`config.mk`:
```
export PLATFORM = sky130hd
export DESIGN_NAME = strategy_sequencer
export DESIGN_NICKNAME = d
export VERILOG_FILES = /design/src/rtl/strategy_sequencer.sv
export SDC_FILE = /design/constraint.sdc
export NUM_CORES = 1
export LEC_CHECK = 0
export CELL_PAD_IN_SITES_DETAIL_PLACEMENT = 1
export CELL_PAD_IN_SITES_GLOBAL_PLACEMENT = 1
export CORE_MARGIN = 5
export CORE_UTILIZATION = 40
export CTS_CLUSTER_DIAMETER = 40
export DETAILED_ROUTE_END_ITERATION = 8
export PLACE_DENSITY = 0.64
export SLEW_MARGIN = 30
export SYNTH_ARGS = -nofsm -noshare
export SYNTH_HDL_FRONTEND = slang
export SYNTH_SLANG_ARGS = --single-unit
```
`constraint.sdc`:
```
create_clock -name clock -period 4.76 [get_ports clock]
set_input_delay 1.428 -clock clock [delete_from_list [all_inputs] [get_ports clock]]
set_output_delay 1.428 -clock clock [all_outputs]
set_load 0.05 [all_outputs]
```
`src/rtl/strategy_sequencer.sv`:
```
// rtl/strategy_sequencer.sv - steps the strategy mux through a programmed run table
// Each entry runs its strategy a set number of times, parking on IDLE_SEL between runs.
module strategy_sequencer #(
    parameter int         DEPTH          = 8,
    parameter int         NUM_STRATEGIES = 5,
    parameter int         GAP_CYCLES     = 4,
    parameter logic [7:0] IDLE_SEL       = 8'hFF
) (
    input  logic                       clock,
    input  logic                       reset,
    input  logic                       wr_en,
    input  logic [$clog2(DEPTH)-1:0]   wr_addr,
    input  logic [7:0]                 wr_strategy,
    input  logic [15:0]                wr_repeat,
    input  logic [$clog2(DEPTH):0]     length,
    input  logic                       start,
    input  logic                       abort,
    input  logic                       run_done,
    output logic [7:0]                 strategy_sel,
    output logic                       run_start,
    output logic                       busy,
    output logic                       seq_done,
    output logic                       aborted,
    output logic                       error,
    output logic [$clog2(DEPTH)-1:0]   cur_index,
    output logic [15:0]                cur_count
);

    localparam int AW = $clog2(DEPTH);
    localparam int LW = AW + 1;
    localparam int GW = $clog2(GAP_CYCLES + 1);

    localparam logic [LW-1:0] DEPTH_L  = LW'(DEPTH);
    localparam logic [GW-1:0] GAP_LAST = GW'(GAP_CYCLES - 1);
    localparam logic [8:0]    NUM_L    = 9'(NUM_STRATEGIES);

    typedef enum logic [2:0] {
        S_IDLE,
        S_LOAD,
        S_RUN,
        S_GAP,
        S_DONE
    } state_t;

    state_t state_q, state_d;

    logic [7:0]    tbl_strat_q [DEPTH];
    logic [15:0]   tbl_rep_q   [DEPTH];

    logic [LW-1:0] len_q,   len_d;
    logic [LW-1:0] index_q, index_d;
    logic [15:0]   count_q, count_d;
    logic [GW-1:0] gap_q,   gap_d;

    logic [7:0]    sel_q,       sel_d;
    logic          run_start_q, run_start_d;
    logic          busy_q,      busy_d;
    logic          seq_done_q,  seq_done_d;
    logic          aborted_q,   aborted_d;
    logic          error_q,     error_d;

    logic [7:0]    entry_strat;
    logic [15:0]   entry_rep;
    logic [LW-1:0] idx_inc;
    logic [15:0]   cnt_inc;
    logic          bad_len;
    logic          bad_strat;
    logic          last_entry;
    logic          entry_finished;
    logic          abort_hit;

    // The table is only writable while idle, so the entry under index_q is stable during a sequence.
    assign entry_strat    = tbl_strat_q[index_q[AW-1:0]];
    assign entry_rep      = tbl_rep_q[index_q[AW-1:0]];
    assign idx_inc        = index_q + LW'(1);
    assign cnt_inc        = count_q + 16'd1;
    assign bad_len        = (length == '0) || (length > DEPTH_L);
    assign bad_strat      = ({1'b0, entry_strat} >= NUM_L);
    assign last_entry     = (idx_inc == len_q);
    assign entry_finished = (cnt_inc == entry_rep);
    assign abort_hit      = abort && (state_q != S_IDLE);

    always_ff @(posedge clock or negedge reset) begin
        if (!reset) begin
            for (int i = 0; i < DEPTH; i++) begin
                tbl_strat_q[i] <= 8'd0;
                tbl_rep_q[i]   <= 16'd0;
            end
        end else if (wr_en && (state_q == S_IDLE)) begin
            tbl_strat_q[wr_addr] <= wr_strategy;
            tbl_rep_q[wr_addr]   <= wr_repeat;
        end
    end

    always_ff @(posedge clock or negedge reset) begin
        if (!reset) begin
            state_q <= S_IDLE;
        end else begin
            state_q <= state_d;
        end
    end

    always_comb begin
        state_d = state_q;
        if (abort_hit) begin
            state_d = S_IDLE;
        end else begin
            case (state_q)
                S_IDLE: begin
                    if (start && !bad_len) begin
                        state_d = S_LOAD;
                    end
                end
                S_LOAD: begin
                    if (bad_strat) begin
                        state_d = S_IDLE;
                    end else if (entry_rep == 16'd0) begin
                        state_d = last_entry ? S_DONE : S_LOAD;
                    end else begin
                        state_d = S_RUN;
                    end
                end
                S_RUN: begin
                    if (run_done) begin
                        state_d = (entry_finished && last_entry) ? S_DONE : S_GAP;
                    end
                end
                S_GAP: begin
                    if (gap_q == GAP_LAST) begin
                        state_d = S_LOAD;
                    end
                end
                S_DONE:  state_d = S_IDLE;
                default: state_d = S_IDLE;
            endcase
        end
    end

    always_comb begin
        sel_d       = sel_q;
        run_start_d = 1'b0;
        seq_done_d  = 1'b0;
        aborted_d   = 1'b0;
        error_d     = 1'b0;
        busy_d      = (state_d != S_IDLE);
        len_d       = len_q;
        index_d     = index_q;
        count_d     = count_q;
        gap_d       = gap_q;
        if (abort_hit) begin
            sel_d     = IDLE_SEL;
            aborted_d = 1'b1;
            index_d   = '0;
            count_d   = '0;
        end else begin
            case (state_q)
                S_IDLE: begin
                    sel_d = IDLE_SEL;
                    if (start) begin
                        if (bad_len) begin
                            error_d = 1'b1;
                        end else begin
                            len_d   = length;
                            index_d = '0;
                            count_d = '0;
                        end
                    end
                end
                S_LOAD: begin
                    if (bad_strat) begin
                        error_d = 1'b1;
                        sel_d   = IDLE_SEL;
                        index_d = '0;
                        count_d = '0;
                    end else if (entry_rep == 16'd0) begin
                        index_d    = idx_inc;
                        count_d    = '0;
                        seq_done_d = last_entry;
                    end else begin
                        sel_d       = entry_strat;
                        run_start_d = 1'b1;
                    end
                end
                S_RUN: begin
                    if (run_done) begin
                        sel_d = IDLE_SEL;
                        gap_d = '0;
                        if (entry_finished) begin
                            index_d    = idx_inc;
                            count_d    = '0;
                            seq_done_d = last_entry;
                        end else begin
                            count_d = cnt_inc;
                        end
                    end
                end
                S_GAP: begin
                    sel_d = IDLE_SEL;
                    gap_d = gap_q + GW'(1);
                end
                S_DONE:  sel_d = IDLE_SEL;
                default: sel_d = IDLE_SEL;
            endcase
        end
    end

    always_ff @(posedge clock or negedge reset) begin
        if (!reset) begin
            len_q       <= '0;
            index_q     <= '0;
            count_q     <= '0;
            gap_q       <= '0;
            sel_q       <= IDLE_SEL;
            run_start_q <= 1'b0;
            busy_q      <= 1'b0;
            seq_done_q  <= 1'b0;
            aborted_q   <= 1'b0;
            error_q     <= 1'b0;
        end else begin
            len_q       <= len_d;
            index_q     <= index_d;
            count_q     <= count_d;
            gap_q       <= gap_d;
            sel_q       <= sel_d;
            run_start_q <= run_start_d;
            busy_q      <= busy_d;
            seq_done_q  <= seq_done_d;
            aborted_q   <= aborted_d;
            error_q     <= error_d;
        end
    end

    assign strategy_sel = sel_q;
    assign run_start    = run_start_q;
    assign busy         = busy_q;
    assign seq_done     = seq_done_q;
    assign aborted      = aborted_q;
    assign error        = error_q;
    assign cur_index    = index_q[AW-1:0];
    assign cur_count    = count_q;

endmodule

```
# Yosys cells after proc, flatten, opt, wreduce, memory -nomap -nowiden

Cells that the tools add are included.

Register bits: 235
Word-level logic and storage cells: 131

Muxes and demuxes: 60
$lt $le $gt $ge: 5
Add/sub/neg operators: 3
Bitwise operators: 4
Reductions and logical operators: 19
Eq/ne operators: 13

Operator list:

| kind                                                              | number |
|---|---|
| two-way mux 16 bit                                                | 10 |
| bitwise mux 128 bit                                               | 1 |
| bitwise mux 64 bit                                                | 1 |
| two-way mux 8 bit                                                 | 7 |
| binary-select mux 16 bit (select 3 bit)                           | 1 |
| demux 16 bit (select 3 bit)                                       | 1 |
| one-hot mux 16 bit (3 select lines)                               | 1 |
| two-way mux 4 bit                                                 | 7 |
| two-way mux 3 bit                                                 | 9 |
| binary-select mux 8 bit (select 3 bit)                            | 1 |
| demux 8 bit (select 3 bit)                                        | 1 |
| adder 16 x 1 -> 16 bit, second input constant                     | 1 |
| == test 16 bit                                                    | 1 |
| zero test 16 bit                                                  | 1 |
| one-hot mux 8 bit (2 select lines)                                | 1 |
| two-way mux 1 bit                                                 | 14 |
| != test 3 bit, second input constant                              | 4 |
| one-hot mux 3 bit (4 select lines)                                | 1 |
| one-hot mux 4 bit (3 select lines)                                | 1 |
| == test 3 x 2 -> 1 bit, second input constant                     | 3 |
| greater-or-equal comparator 4 bit, second input constant          | 2 |
| greater-or-equal comparator 8 x 3 -> 1 bit, second input constant | 1 |
| != test 4 bit, second input constant                              | 2 |
| inverter 3 -> 4 bit                                               | 2 |
| other kinds (23)                                                  | 30 |

# Longest topological paths before layout

Gate-level depths: netlist of the first run.

Word-level depth: 11
Depth in mapped cells: 14
Mapped depth without buffers: 9

# Least setup slack after synthesis of the first run

Ideal clock, no wire load.

Path kind: flip-flop to flip-flop
Start: register count_q[0] (netlist: cur_count[0])
End: register index_q[3]
Stages on the path, launching flop included: 12
Library setup time: 0.126 ns
Required time: 4.634 ns
Setup slack: 1.630 ns
Data arrival time: 3.005 ns
Buffers on the path: 2
Cells stage by stage: dfrtp_1 > ha_1 > nand3_1 > clkbuf_1 > nor3_1 > xor2_1 > xnor2_1 > nor4_1 > o2111ai_1 > clkbuf_1 > a211oi_1 > o2bb2ai_1

Longest elaborated chain between the ends: 4

Ends and longest elaborated chain:

| what                          | RTL line | text |
|---|---|---|
| start, declared               | 52       | `logic [15:0] count_q, count_d;` |
| start signal, assigned        | 222      | `count_q <= count_d;` |
| adder 16 x 1 -> 16 bit        | 76       | `assign cnt_inc = count_q + 16'd1;` |
| == test 16 bit                | 80       | `assign entry_finished = (cnt_inc == entry_rep);` |
| != test 3 bit (no line)       | --       |  |
| AND reduction 6 bit (no line) | --       |  |
| end signal, assigned          | 221      | `index_q <= index_d;` |
| end, declared                 | 51       | `logic [LW-1:0] index_q, index_d;` |

Every way passes these cells.
A chain may end at the register's enable or synchronous reset.

# Final worst setup path of the first run

Start: register index_q[1]
End: output port cur_index[1]

RTL lines:

| what          | RTL line | text |
|---|---|---|
| end, declared | 25       | `output logic [$clog2(DEPTH)-1:0] cur_index,` |

No word-level cell between the ends.

==> out/metrics.cfg, run 1 <==
[status]
status = finished clean

[timing]
worst_pin_slew_ns = 0.875
setup_violations = 0
maxSlewViolCount = 0
fin_crit_sh_pct = 87.4
hold_viol_final = 0
finalSetupTns_ns = 0
relSlewSlack_pct = 41.4
min_period_ns = 4.16
fmax_mhz = 240
fin_skew_ns = 0.0126
rsz0062_at_grt = false

[power]
ir_drop_mv = 0.250
leakagePower_uw = 0.00565
powerDensity_nw_per_um2 = 588
total_power_uw = 8200

[floorplanning]
die_w_um = 180
fp.coreArea_um2 = 28500
dieArea_um2 = 32300
initial_core_util_pct = 40.4
die_h_um = 180
rows = 62
pin_count = 69

[drt]
detail-route-antenna-nets = 0
wire_per_inst_um = 21.7
routed_wl_um = 29800
vias_per_cell = 5.51
num_vias = 7596
drt_iter0_drc = 444
dr.pass1.iters = 4
drc = 0

[synth]
ys_seq_area_share_pct = 51.1
synthesis.nets = 923
synth-seq-cells = 235
ys.warnings.count = 0
synth-edff-count = 0
ys_types = 72
avgSynthCellArea_um2 = 13.1
synthFlopType = dfrtp_1
postSynthCellCount = 882
netlist_area_um2 = 11500
async_flop_share_pct = 100

[global_routing]
grt_max_degree = 102
grt_overflow = 0
grt.total_usage_pct = 18.7
antenna_found_initial = 0
grt_pass1_vias = 8277
grt_pass1_wl_um = 48700

[worst_setup_path]
critPathTopFamily = buffers and inverters
slowest_stage = dfrtp_4
critPathLaunchType = flop
reg2reg_from = index_q[1]
path_buf_inv = 2
cp-end-kind = output port
regToRegSetupSlack_ns = 0.90
cpPeakStageDelay_ns = 0.93
critPathMaxFanout = 41
ff2ff_path_depth = 8
critPathArrivalTime_ns = 2.73
crit_type = reg -> out
cp_cell_sequence = buf_4, clkdlybuf4s50_1
r2r_end = index_q[2]
worstPathRequired_ns = 3.33

[clock_network]
clkTransAtPathRegs_ns = 0.05
cts_tree = done
clk_path_buf_depth = 3
h-tree-depth = 2
cts-root-buf = clkbuf_16
cts-resized-gates = 0
post-cts-setup-buffer-count = 0
cts_hold_buf = 0
cts_inserted_buffers = 37
insertion_delay_ns = 0.51
cts.sinks = 235

[hold_path]
hold_depth = 2
hold_path_class = reg -> reg
holdCritStartpoint = strategy_sel[3]
holdPathEnd = strategy_sel[3]

[flow_run]
cap_violations = 0

[final_layout]
syn_to_final_growth_pct = 20.8
fin_nets = 1006
layout_common_cells = dfrtp_1 (226), mux2_2 (197), clkdlybuf4s50_1 (67)
stdcell_count = 1378
final_common_cell = dfrtp_1
final_layout_size_suffix_gt1_share_pct = 34.0

[place]
post-place-cells = 1310
io_buffers = 68
detailed_place_hpwl_um = 19300
gp_congestion = 0.780

-- cell type report --
cell class / instances / area, um2
multi-input cells: 581 / 5340
clock inverters: 22 / 272
repair buffers: 93 / 886
inverters: 17 / 63.8
well taps: 384 / 480
diodes: 1 / 2.50
flip-flops and latches: 235 / 5890
clock buffers: 45 / 997
fillers: 2948 / 14600
-- how the worst max path moves through the flow --
stage / cells after the start / startpoint / to / slack (ns)
floorplan: 11 / cur_count[0] / index_q[3] / 1.63
global placement: 9 / length[1] / index_q[0] / 0.86
detailed placement: 9 / length[1] / index_q[0] / 0.84
CTS: 2 / index_q[1] / cur_index[1] / 0.52
global route: 2 / index_q[1] / cur_index[1] / 0.46
finish: 2 / index_q[1] / cur_index[1] / 0.60
-- cell usage after synthesis (5+ instances only) --
library cell / n / area, um2
clkbuf_1: 28 / 105
o21a_1: 6 / 45.0
dfrtp_1: 227 / 5680
buf_6: 5 / 56.3
nor4_1: 6 / 37.5
and3_1: 6 / 37.5
a21oi_1: 12 / 60.1
or3_1: 6 / 37.5
nand2b_1: 7 / 43.8
nand4_1: 12 / 75.1
mux4_1: 5 / 131
dfstp_2: 8 / 210
mux2_2: 197 / 2220
nand3_1: 21 / 105
nor2_1: 29 / 109
a31oi_1: 10 / 62.6
nand2_1: 50 / 188
o21ai_1: 8 / 40.0
o21ai_0: 14 / 70.1
mux4_2: 25 / 563
nor3_1: 12 / 60.1
buf_2: 8 / 40.0
mux2i_1: 44 / 440
xnor2_1: 18 / 158
nor2b_1: 7 / 43.8
inv_1: 15 / 56.3
a22oi_1: 8 / 60.1
-- per-stage QoR --
stage	util (%)	worst slack [ns]	hold slack, ns	cell area, um2
floorplan	-	1.63	0.457	11500
global placement	44.4	0.865	0.474	12700
detailed placement	44.4	0.840	0.472	12700
CTS	48.8	0.523	0.485	13900
global route	48.8	0.461	0.494	13900
finish	48.8	0.598	0.479	13900
-- worst min-delay path: stages, from the launching register on --
cell and delay (ns):
dfstp_2 0.37, inv_1 0.05, mux2i_1 0.05
-- metal layers --
metal / routed length [um] / GRT usage (%) / vias to the layer above / part of all wire, %
met5: 0 / 0 / - / 0
met4: 463 / 3.90 / 0 / 1.6
met3: 1090 / 3.33 / 36 / 3.6
met2: 13400 / 28.6 / 137 / 45
met1: 14800 / 28.0 / 3972 / 50
li1: - / - / 3451 / -
-- report_power, final --
group	switching [uW]	internal (uW)	leakage [uW]	total, uW
clock network	994	1740	0.000603	2730
registers	467	2870	0.00288	3340
logic	933	1190	0.00218	2130
-- kinds of logic (layout without fill, tap and decap cells) --
| kind of cell | count (synthesis) | in the layout | share of synthesized area (%) |
|---|---|---|---|
| AO/OA/AOI/OAI | 100 | 100 | 6.23 |
| XOR/XNOR | 22 | 22 | 1.67 |
| adder cells (fa/ha/maj) | 4 | 4 | 0.434 |
| buffers and inverters | 66 | 177 | 2.83 |
| flip-flops | 235 | 235 | 51.1 |
| multiplexers | 275 | 275 | 29.7 |
| other | 0 | 1 | 0 |
| AND/OR/NAND/NOR | 180 | 180 | 8.07 |
-- state kept, by name (all words and copies together) (netlist names) --
register,flops
aborted,1
busy,1
cur_count,16
error,1
gap_q,3
index_q,4
len_q,4
run_start,1
seq_done,1
state_q,3
strategy_sel,8
tbl_rep_q,128
tbl_strat_q,64
(Power assumes the default switching activity.)
==> run 2: changes to the inputs <==
==> constraint.sdc (replaced) <==
create_clock -name clock -period 4.9 [get_ports clock]
set_input_delay 1.47 -clock clock [delete_from_list [all_inputs] [get_ports clock]]
set_output_delay 1.47 -clock clock [all_outputs]
set_load 0.05 [all_outputs]
==> run 2 against run 1 <==
Net effect: sequential power decreased by 3%; power rose by 2.8%; routed wire length increased by 1.4%; clock power increased by 14%; critical path depth is the same; via count hardly changed; hold slack gained 0.015 ns; combinational power down 3%; largest power group unchanged.
==> out/metrics.cfg, run 2 (synthesis results as in run 1) <==
[final_layout]
final_layout_size_suffix_gt1_share_pct = 34.7  ; +0.67 points
layout_common_cells = dfrtp_1 (226), mux2_2 (197), clkdlybuf4s50_1 (67)
largest_reg_flops = 128  ; unchanged
diodes = 0  ; -1
fin_area_um2 = 14200  ; +1.7%
final_common_cell = dfrtp_1
syn_to_final_growth_pct = 22.9
top_register = tbl_rep_q
fin_nets = 1010  ; +0.40%

[flow_run]
cap_violations = 0  ; unchanged

[global_routing]
grt.total_usage_pct = 18.8  ; +0.18 points
antenna_found_initial = 0  ; unchanged
grt_pass1_vias = 8368  ; +1.1%
grt_pass1_wl_um = 49300  ; +1.2%
grt_max_degree = 102  ; unchanged
grt_overflow = 0  ; unchanged

[clock_network]
cts_tree = done
h-tree-depth = 2  ; unchanged
cts-resized-gates = 0  ; unchanged
clkTransAtPathRegs_ns = 0.05  ; about the same
insertion_delay_ns = 0.51  ; about the same
post-cts-setup-buffer-count = 0  ; unchanged
clk_path_buf_depth = 3  ; unchanged
cts.sinks = 235  ; unchanged
cts-root-buf = clkbuf_16
cts_inserted_buffers = 38  ; +2.7%
cts_hold_buf = 0  ; unchanged

[worst_setup_path]
crit_type = reg -> out
cp-end-kind = output port
critPathMaxFanout = 49  ; +20%
critPathLaunchType = flop
critPathArrivalTime_ns = 2.66  ; -0.07 ns
worstPathRequired_ns = 3.43  ; +0.10 ns

[power]
power.switching_uw = 2310  ; -3.7%
powerDensity_nw_per_um2 = 594  ; +1.0%
total_power_uw = 8430  ; +2.8%
leakagePower_uw = 0.00580  ; +2.5%
comb_power_share_pct = 24.6  ; -1.3 points
swShare_pct = 27.4  ; -1.8 points
p_int_uw = 6120  ; +5.5%
p_clk_share_pct = 36.8  ; +3.5 points
ir_drop_mv = 0.229  ; -8.5%
seq_power_share_pct = 38.6  ; -2.1 points

[timing]
fin_ws_ns = 0.775  ; +0.177 ns
finalSetupTns_ns = 0  ; unchanged
worst_pin_slew_ns = 0.896  ; +0.0207 ns
relSlewSlack_pct = 40.3  ; -1.2 points
maxSlewViolCount = 0  ; unchanged
fmax_mhz = 242
rsz0062_at_grt = false
min_period_ns = 4.13
hold_viol_final = 0  ; unchanged
fin_crit_sh_pct = 84.2
setup_violations = 0  ; unchanged
fin_skew_ns = 0.0167  ; +0.00418 ns
holdWs_ns = 0.494  ; +0.0150 ns

[drt]
num_vias = 7603  ; +0.092%
vias_per_cell = 5.51  ; -0.13%
dr.pass1.iters = 4  ; unchanged
routed_wl_um = 30200  ; +1.4%
detail-route-antenna-nets = 0  ; unchanged
drt_iter0_drc = 439  ; -1.1%
drc = 0  ; unchanged
wire_per_inst_um = 21.9  ; +1.2%

[floorplanning]
initial_core_util_pct = 40.4  ; unchanged
dieArea_um2 = 32300  ; unchanged
fp.coreArea_um2 = 28500  ; unchanged
pin_count = 69  ; unchanged
die_h_um = 180  ; unchanged
rows = 62  ; unchanged
die_w_um = 180  ; unchanged

[hold_path]
hold_path_class = reg -> reg

[place]
io_buffers = 68  ; unchanged
pre_cts_ws_ns = 0.895  ; +0.0546 ns
detailed_place_hpwl_um = 19500  ; +0.92%
postPlaceCellArea_um2 = 12700  ; +0.18%
gp_congestion = 0.791  ; +1.4%

[status]
status = finished clean

[run 2: area by class of cell]
class	count	area, um2
Timing Repair Buffer	96	908
Clock inverter	21	393
Multi-Input combinational cell	581	5340
Clock buffer	47	1100
Sequential cell	235	5890
Inverter	17	63.8
Fill cell	2938	14400
Tap cell	384	480
[run 2: power by group through the flow]
stage | logic (uW) | registers (uW) | clock network, uW
after CTS | 2100 | 3260 | 3170
after global placement | 2010 | 3240 | 0
final | 2070 | 3250 | 3100
after floorplan | 1580 | 3140 | 0
after detailed placement | 2080 | 3270 | 0
after global routing | 2290 | 3350 | 3260
[run 2: metal layers]
metal / track usage (%) / vias up / share of wire (%)
met5: 0 / - / 0
met4: 5.00 / 0 / 1.8
met3: 3.27 / 42 / 4.6
met2: 29.3 / 149 / 46
met1: 27.5 / 3957 / 48
li1: - / 3455 / -
[run 2: worst paths after layout]
| path | startpoint | to | slack, ns | depth (start not counted) |
|---|---|---|---|---|
| worst max-delay path | index_q[1] | cur_index[1] | 0.77 | 2 |
| worst min-delay path | tbl_rep_q[76] | tbl_rep_q[76] | 0.49 | 1 |
| max in group asynchronous | reset | tbl_rep_q[18] | 2.98 | 2 |
| min in group asynchronous | reset | run_start | 0.97 | 1 |
| worst max register to register | index_q[1] | index_q[3] | 0.92 | 8 |
| worst min register to register | tbl_rep_q[76] | tbl_rep_q[76] | 0.49 | 1 |
[run 2: critical path: stages (launching register included)]
cell and delay [ns]:
dfrtp_4 1.00, buf_4 0.29, clkdlybuf4s50_1 0.82
[run 2: metrics by stage]
stage               instances  util, %
detailed placement       1313     44.4
global route             1381     49.7
finish                   1381     49.7
global placement         1313     44.4
floorplan                 882        -
CTS                      1381     49.7
